===== config.mk =====
export PLATFORM = sky130hd
export DESIGN_NAME = alu_4_arbiter
export DESIGN_NICKNAME = d
export VERILOG_FILES = /design/src/rtl/alu_4_arbiter.sv
export SDC_FILE = /design/constraint.sdc
export NUM_CORES = 1
export LEC_CHECK = 0
export BUFFER_PORTS_ARGS = -buffer_cell sky130_fd_sc_hd__buf_2
export CAP_MARGIN = 20
export CORE_UTILIZATION = 40
export CTS_CLUSTER_SIZE = 28
export DETAILED_ROUTE_END_ITERATION = 8
export PLACE_DENSITY = 0.73
export SYNTH_ARGS = -nofsm -noshare
export SYNTH_HDL_FRONTEND = slang
export SYNTH_SLANG_ARGS = --single-unit

===== constraint.sdc =====
create_clock -name CLK -period 1.12 [get_ports CLK]
set_input_delay 0.168 -clock CLK [delete_from_list [all_inputs] [get_ports CLK]]
set_output_delay 0.168 -clock CLK [all_outputs]
set_load 0.005 [all_outputs]

===== src/rtl/alu_4_arbiter.sv =====
// Round-robin arbiter/sequencer sharing one external ALU_4 between two requesters.
// Optional zero flags (ZERO0/ZERO1) are present when ALU4_ARB_ZFLAG_EN is defined.
module alu_4_arbiter (
  input  logic       CLK,
  input  logic       RST,
  input  logic       REQ0,
  input  logic       REQ1,
  input  logic [3:0] OP0,
  input  logic [3:0] OP1,
  input  logic [3:0] A0,
  input  logic [3:0] B0,
  input  logic [3:0] A1,
  input  logic [3:0] B1,
  output logic       ACK0,
  output logic       ACK1,
  output logic       RDY0,
  output logic       RDY1,
  output logic [3:0] RES0,
  output logic [3:0] RES1,
  output logic       COUT0,
  output logic       COUT1,
  output logic       BUSY,
  output logic       S2,
  output logic       S1,
  output logic       S0,
  output logic       Cin,
  output logic [3:0] A,
  output logic [3:0] B,
  input  logic [3:0] G,
  input  logic       Cout
`ifdef ALU4_ARB_ZFLAG_EN
  ,
  output logic       ZERO0,
  output logic       ZERO1
`endif
);

  typedef enum logic [1:0] {IDLE, EXEC, WB} state_t;

  state_t state;
  logic   last;
  logic   gid;
  logic   take;
  logic   pick;

  // On contention the channel not granted last wins; a lone request always wins.
  always_comb begin
    take = REQ0 | REQ1;
    pick = (REQ0 & REQ1) ? ~last : REQ1;
  end

  always_ff @(posedge CLK) begin
    if (RST) begin
      state <= IDLE;
      last  <= 1'b1;
      gid   <= 1'b0;
      ACK0  <= 1'b0;
      ACK1  <= 1'b0;
      RDY0  <= 1'b0;
      RDY1  <= 1'b0;
      RES0  <= '0;
      RES1  <= '0;
      COUT0 <= 1'b0;
      COUT1 <= 1'b0;
      BUSY  <= 1'b0;
      {S2, S1, S0, Cin} <= '0;
      A     <= '0;
      B     <= '0;
`ifdef ALU4_ARB_ZFLAG_EN
      ZERO0 <= 1'b0;
      ZERO1 <= 1'b0;
`endif
    end else begin
      ACK0 <= 1'b0;
      ACK1 <= 1'b0;
      RDY0 <= 1'b0;
      RDY1 <= 1'b0;
      case (state)
        IDLE: begin
          if (take) begin
            {S2, S1, S0, Cin} <= pick ? OP1 : OP0;
            A     <= pick ? A1 : A0;
            B     <= pick ? B1 : B0;
            gid   <= pick;
            last  <= pick;
            ACK0  <= ~pick;
            ACK1  <= pick;
            BUSY  <= 1'b1;
            state <= EXEC;
          end
        end
        EXEC: begin
          if (gid) begin
            RES1  <= G;
            COUT1 <= Cout;
`ifdef ALU4_ARB_ZFLAG_EN
            ZERO1 <= (G == 4'b0000);
`endif
          end else begin
            RES0  <= G;
            COUT0 <= Cout;
`ifdef ALU4_ARB_ZFLAG_EN
            ZERO0 <= (G == 4'b0000);
`endif
          end
          RDY0  <= ~gid;
          RDY1  <= gid;
          state <= WB;
        end
        WB: begin
          BUSY  <= 1'b0;
          state <= IDLE;
        end
        default: begin
          BUSY  <= 1'b0;
          state <= IDLE;
        end
      endcase
    end
  end

endmodule

# Yosys cells after proc, flatten, opt, wreduce, memory -nomap -nowiden
# Index checks and enable logic that the tools add are counted.
# totals
wordCells	43
regBits	31
# op_classes
reduce_logical	7
n_eq_ne	2
muxes	8
n_bitwise	8
# ops
cell	n
$mux W4	3
$reduce_and A2 Y1	4
$not A1 Y1	6
$pmux W2 S2	1
$reduce_or A3 Y1	1
$eq A2 B1 Y1 const B	1
$logic_not A2 Y1	1
$mux W1	2
$mux W2	1
$ne A2 B2 Y1 const B	1
$pmux W1 S2	1
$reduce_or A2 Y1	1
$and A1 B1 Y1	1
$or A1 B1 Y1	1

# Logic depth before layout (Yosys ltp)
# depth
depth_word	3
ltp_mapped	5
depth_no_buf	3

# Worst setup path after synthesis
# OpenSTA, ideal clock, no wires.
# synth_timing
path_type	reg2reg
start	register state[1]
end	register A[0]
path_slack_ns	-0.050
n_path_buf	1
setup_ns	0.088
arrival_time_ns	1.081
required_time_ns	1.032
path_stages_with_launch	5
synth_period_minus_slack_ns	1.170
path_cell_list	dfxtp_1 > nor2_1 > buf_2 > a21oi_1 > a311oi_2
# synth_via
elab_chain_len	2
# synth_lines
item	line	rtl
start: declaration	40	state_t state;
start signal: assignment	54	state <= IDLE;
start signal: assignment	89	state <= EXEC;
start signal: assignment	108	state <= WB;
$logic_not A2 Y1	78	case (state)
$reduce_and A2 Y1 (no line)	-	
end signal: assignment	82	A <= pick ? A1 : A0;
end: declaration	27	output logic [3:0] A,
# No other way between the ends.
# A chain may end at the register's enable or synchronous reset.

# Final worst setup path
# layout_timing
start	register state[1]
end	register last
# layout_via
elab_chain_len	2
# layout_lines
item	line	rtl
$logic_not A2 Y1	78	
$reduce_and A2 Y1 (no line)	-	
end signal: assignment	85	last <= pick;
end: declaration	41	logic last;
# No other way between the ends.

==> impl_metrics.json <==
{
  "grt_setup_unrepaired": "yes",
  "grt-ovfl-total": 0,
  "crit_path_end_kind": "flip-flop",
  "hold_slack_ns": 0.0956,
  "min_delay_path_depth": 3,
  "cp_max_fo": 5,
  "outcome": "completed",
  "cts_buffers": 5,
  "drive_gt1_share_pct": 49.2,
  "htreeDepth": 2,
  "cts_tree": "done",
  "yosysWarnings": 0,
  "cap_viol_max_count": 0,
  "worst_pin_slew_ns": 0.404,
  "synth_top_area_share_pct": 49.2,
  "fin_ws_ns": 0.0196,
  "wl_per_cell_um": 11.9,
  "areaGrowthSynthToFinish_pct": 40.7,
  "route.antenna.remaining_nets": 0,
  "antenna_found_initial": 0,
  "rr_endpoint": "last",
  "min_from": "B0[0]",
  "vias": 1210,
  "clockBufferDepth": 2,
  "die_w_um": 58.2,
  "power.total_uw": 2350,
  "holdCritPathClass": "in -> reg",
  "timing.rr.start": "state[1]",
  "critPathLaunchType": "flip-flop",
  "post-synth-top-area-cell": "dfxtp_1",
  "ys_types": 25,
  "hpwlAfterDp_um": 2130,
  "r2r_cells": 4,
  "setup_viol": 0,
  "clock_skew_ns": 0.0120,
  "portBuffers": 59,
  "drt_first_pass_iters": 4,
  "clk_pin_slew_ns": 0.09,
  "synth_cells": 128,
  "die_area_um2": 3380,
  "dp_slack_ns": -0.0801,
  "grt_pass1_wl_um": 4770,
  "ios": 60,
  "ys_seq_area_share_pct": 49.2,
  "cellLeakagePower_uw": 0.000856,
  "clock.fmax_mhz": 909,
  "fin_crit_sh_pct": 98.3,
  "power.density_nw_per_um2": 1320,
  "holdPathEnd": "B[0]",
  "critPathRequiredTime_ns": 1.33,
  "start_util_pct": 41.7,
  "cts_root_buf": "clkbuf_4",
  "synth_area_leaders": "dfxtp_1, a311oi_2, mux2i_1",
  "drt-total-wl_um": 2870,
  "slew_viol_final": 0,
  "cts_sinks": 31,
  "syn_area_um2": 1260,
  "drt_iter0_drc": 24,
  "arrival_ns": 1.31,
  "drc": 0,
  "grt_pass1_vias": 1184,
  "gp_congestion": 0.726,
  "postCtsSetupBuffers": 0,
  "insertion_delay_ns": 0.33,
  "slew-limit-headroom_pct": 73.1,
  "fin_nets": 231,
  "via_per_inst": 5.02,
  "regToRegSetupSlack_ns": 0.02,
  "track_usage_pct": 18.7,
  "synth_seq_cells": 31,
  "hold_violations": 0,
  "cts.hold.buffers_added": 0,
  "core_area_um2": 3030,
  "antenna_cells": 0,
  "post_synth.cell_area_avg_um2": 9.85,
  "row_count": 20,
  "period_needed_ns": 1.10,
  "die_h_um": 58.2,
  "syn_nets": 161,
  "ir_drop_uv": 742,
  "grt_max_degree": 22,
  "critPathKind": "reg -> reg"
}
## cell usage in the layout (no fill, tap or decap), types with 2 or more instances in the layout
cell type   n
buf_6       2
a311oi_1    2
dfxtp_2     2
nor2_1     12
nand2_1    25
a311oi_2   10
a21oi_1    13
mux2i_1    10
dfxtp_1    27
buf_4       9
buf_12      2
dfxtp_4     2
clkbuf_4    5
nor3_1      2
buf_2      59
## kinds of logic after synthesis
| family | synth area share [%] |
|---|---|
| AOI/OAI and AO/OA | 22.2 |
| muxes | 7.94 |
| and+or+nand+nor | 17.0 |
| buffers and inverters | 3.67 |
| DFF | 49.2 |
## Yosys cell counts, drive strengths merged
master / instances
nand3b: 1
a21bo: 1
nand2b: 1
nor3b: 2
nand2: 25
buf: 6
a21oi: 13
a21boi: 2
or2: 1
and2: 1
a311oi: 12
dfxtp: 31
nor3: 2
nor2b: 1
o21ba: 1
nor2: 13
mux2i: 10
clkbuf: 3
a211o: 1
and3: 1
## how the worst max path moves through the flow
stage                     startpoint    to  depth (start not counted)
final                       state[1]  last                          4
after global routing            last    S0                          4
after CTS                   state[1]  last                          4
after detailed placement        REQ0  A[2]                          6
after global placement          REQ1  B[0]                          4
after floorplan             state[1]  A[0]                          4
## repair_timing
action	CTS	global route
pin swaps	0	2
setup endpoints to repair	17	20
gates resized for setup	6	5
gates cloned	0	0
## metal layers
layer,global-route usage [%],wire [um],vias to the layer above,share of wire [%]
met5,0,0,-,0
met4,8.16,49,0,1.7
met3,6.70,213,6,7.4
met2,33.7,1360,55,48
met1,19.3,1240,560,43
li1,-,-,589,-
## final cells by class
| type | count | area [um^2] |
|---|---|---|
| fillers | 278 | 1250 |
| flip-flops and latches | 31 | 631 |
| multi-input cells | 88 | 622 |
| repair buffers | 72 | 425 |
| well taps | 44 | 55.1 |
| clock buffers | 6 | 41.3 |
## flip-flops by register name (all words and copies together), names as in the netlist, 2 cells and up
name / cells
state: 2
RES1: 4
A: 4
B: 4
RES0: 4
## worst max-delay path, stage by stage, from the launching register on
cell	delay, ns
dfxtp_4	0.39
nor2_4	0.06
buf_4	0.14
and3_1	0.15
a211o_1	0.26
## metrics by stage
step | util [%] | TNS (ns) | std cells | area (um^2)
final | 58.6 | 0 | 241 | 1770
after global placement | 56.0 | -0.571 | 235 | 1700
after CTS | 58.1 | 0 | 241 | 1760
after detailed placement | 56.0 | -0.909 | 235 | 1700
after global routing | 58.6 | -0.400 | 241 | 1770
after floorplan | - | 0 | 128 | 1270
## power by group
group	internal (uW)	switching (uW)	leakage, uW
registers	1190	53.6	0.000257
clock network	223	348	0.0000242
logic	278	254	0.000576
No activity file was read; power rests on OpenSTA's default activity.
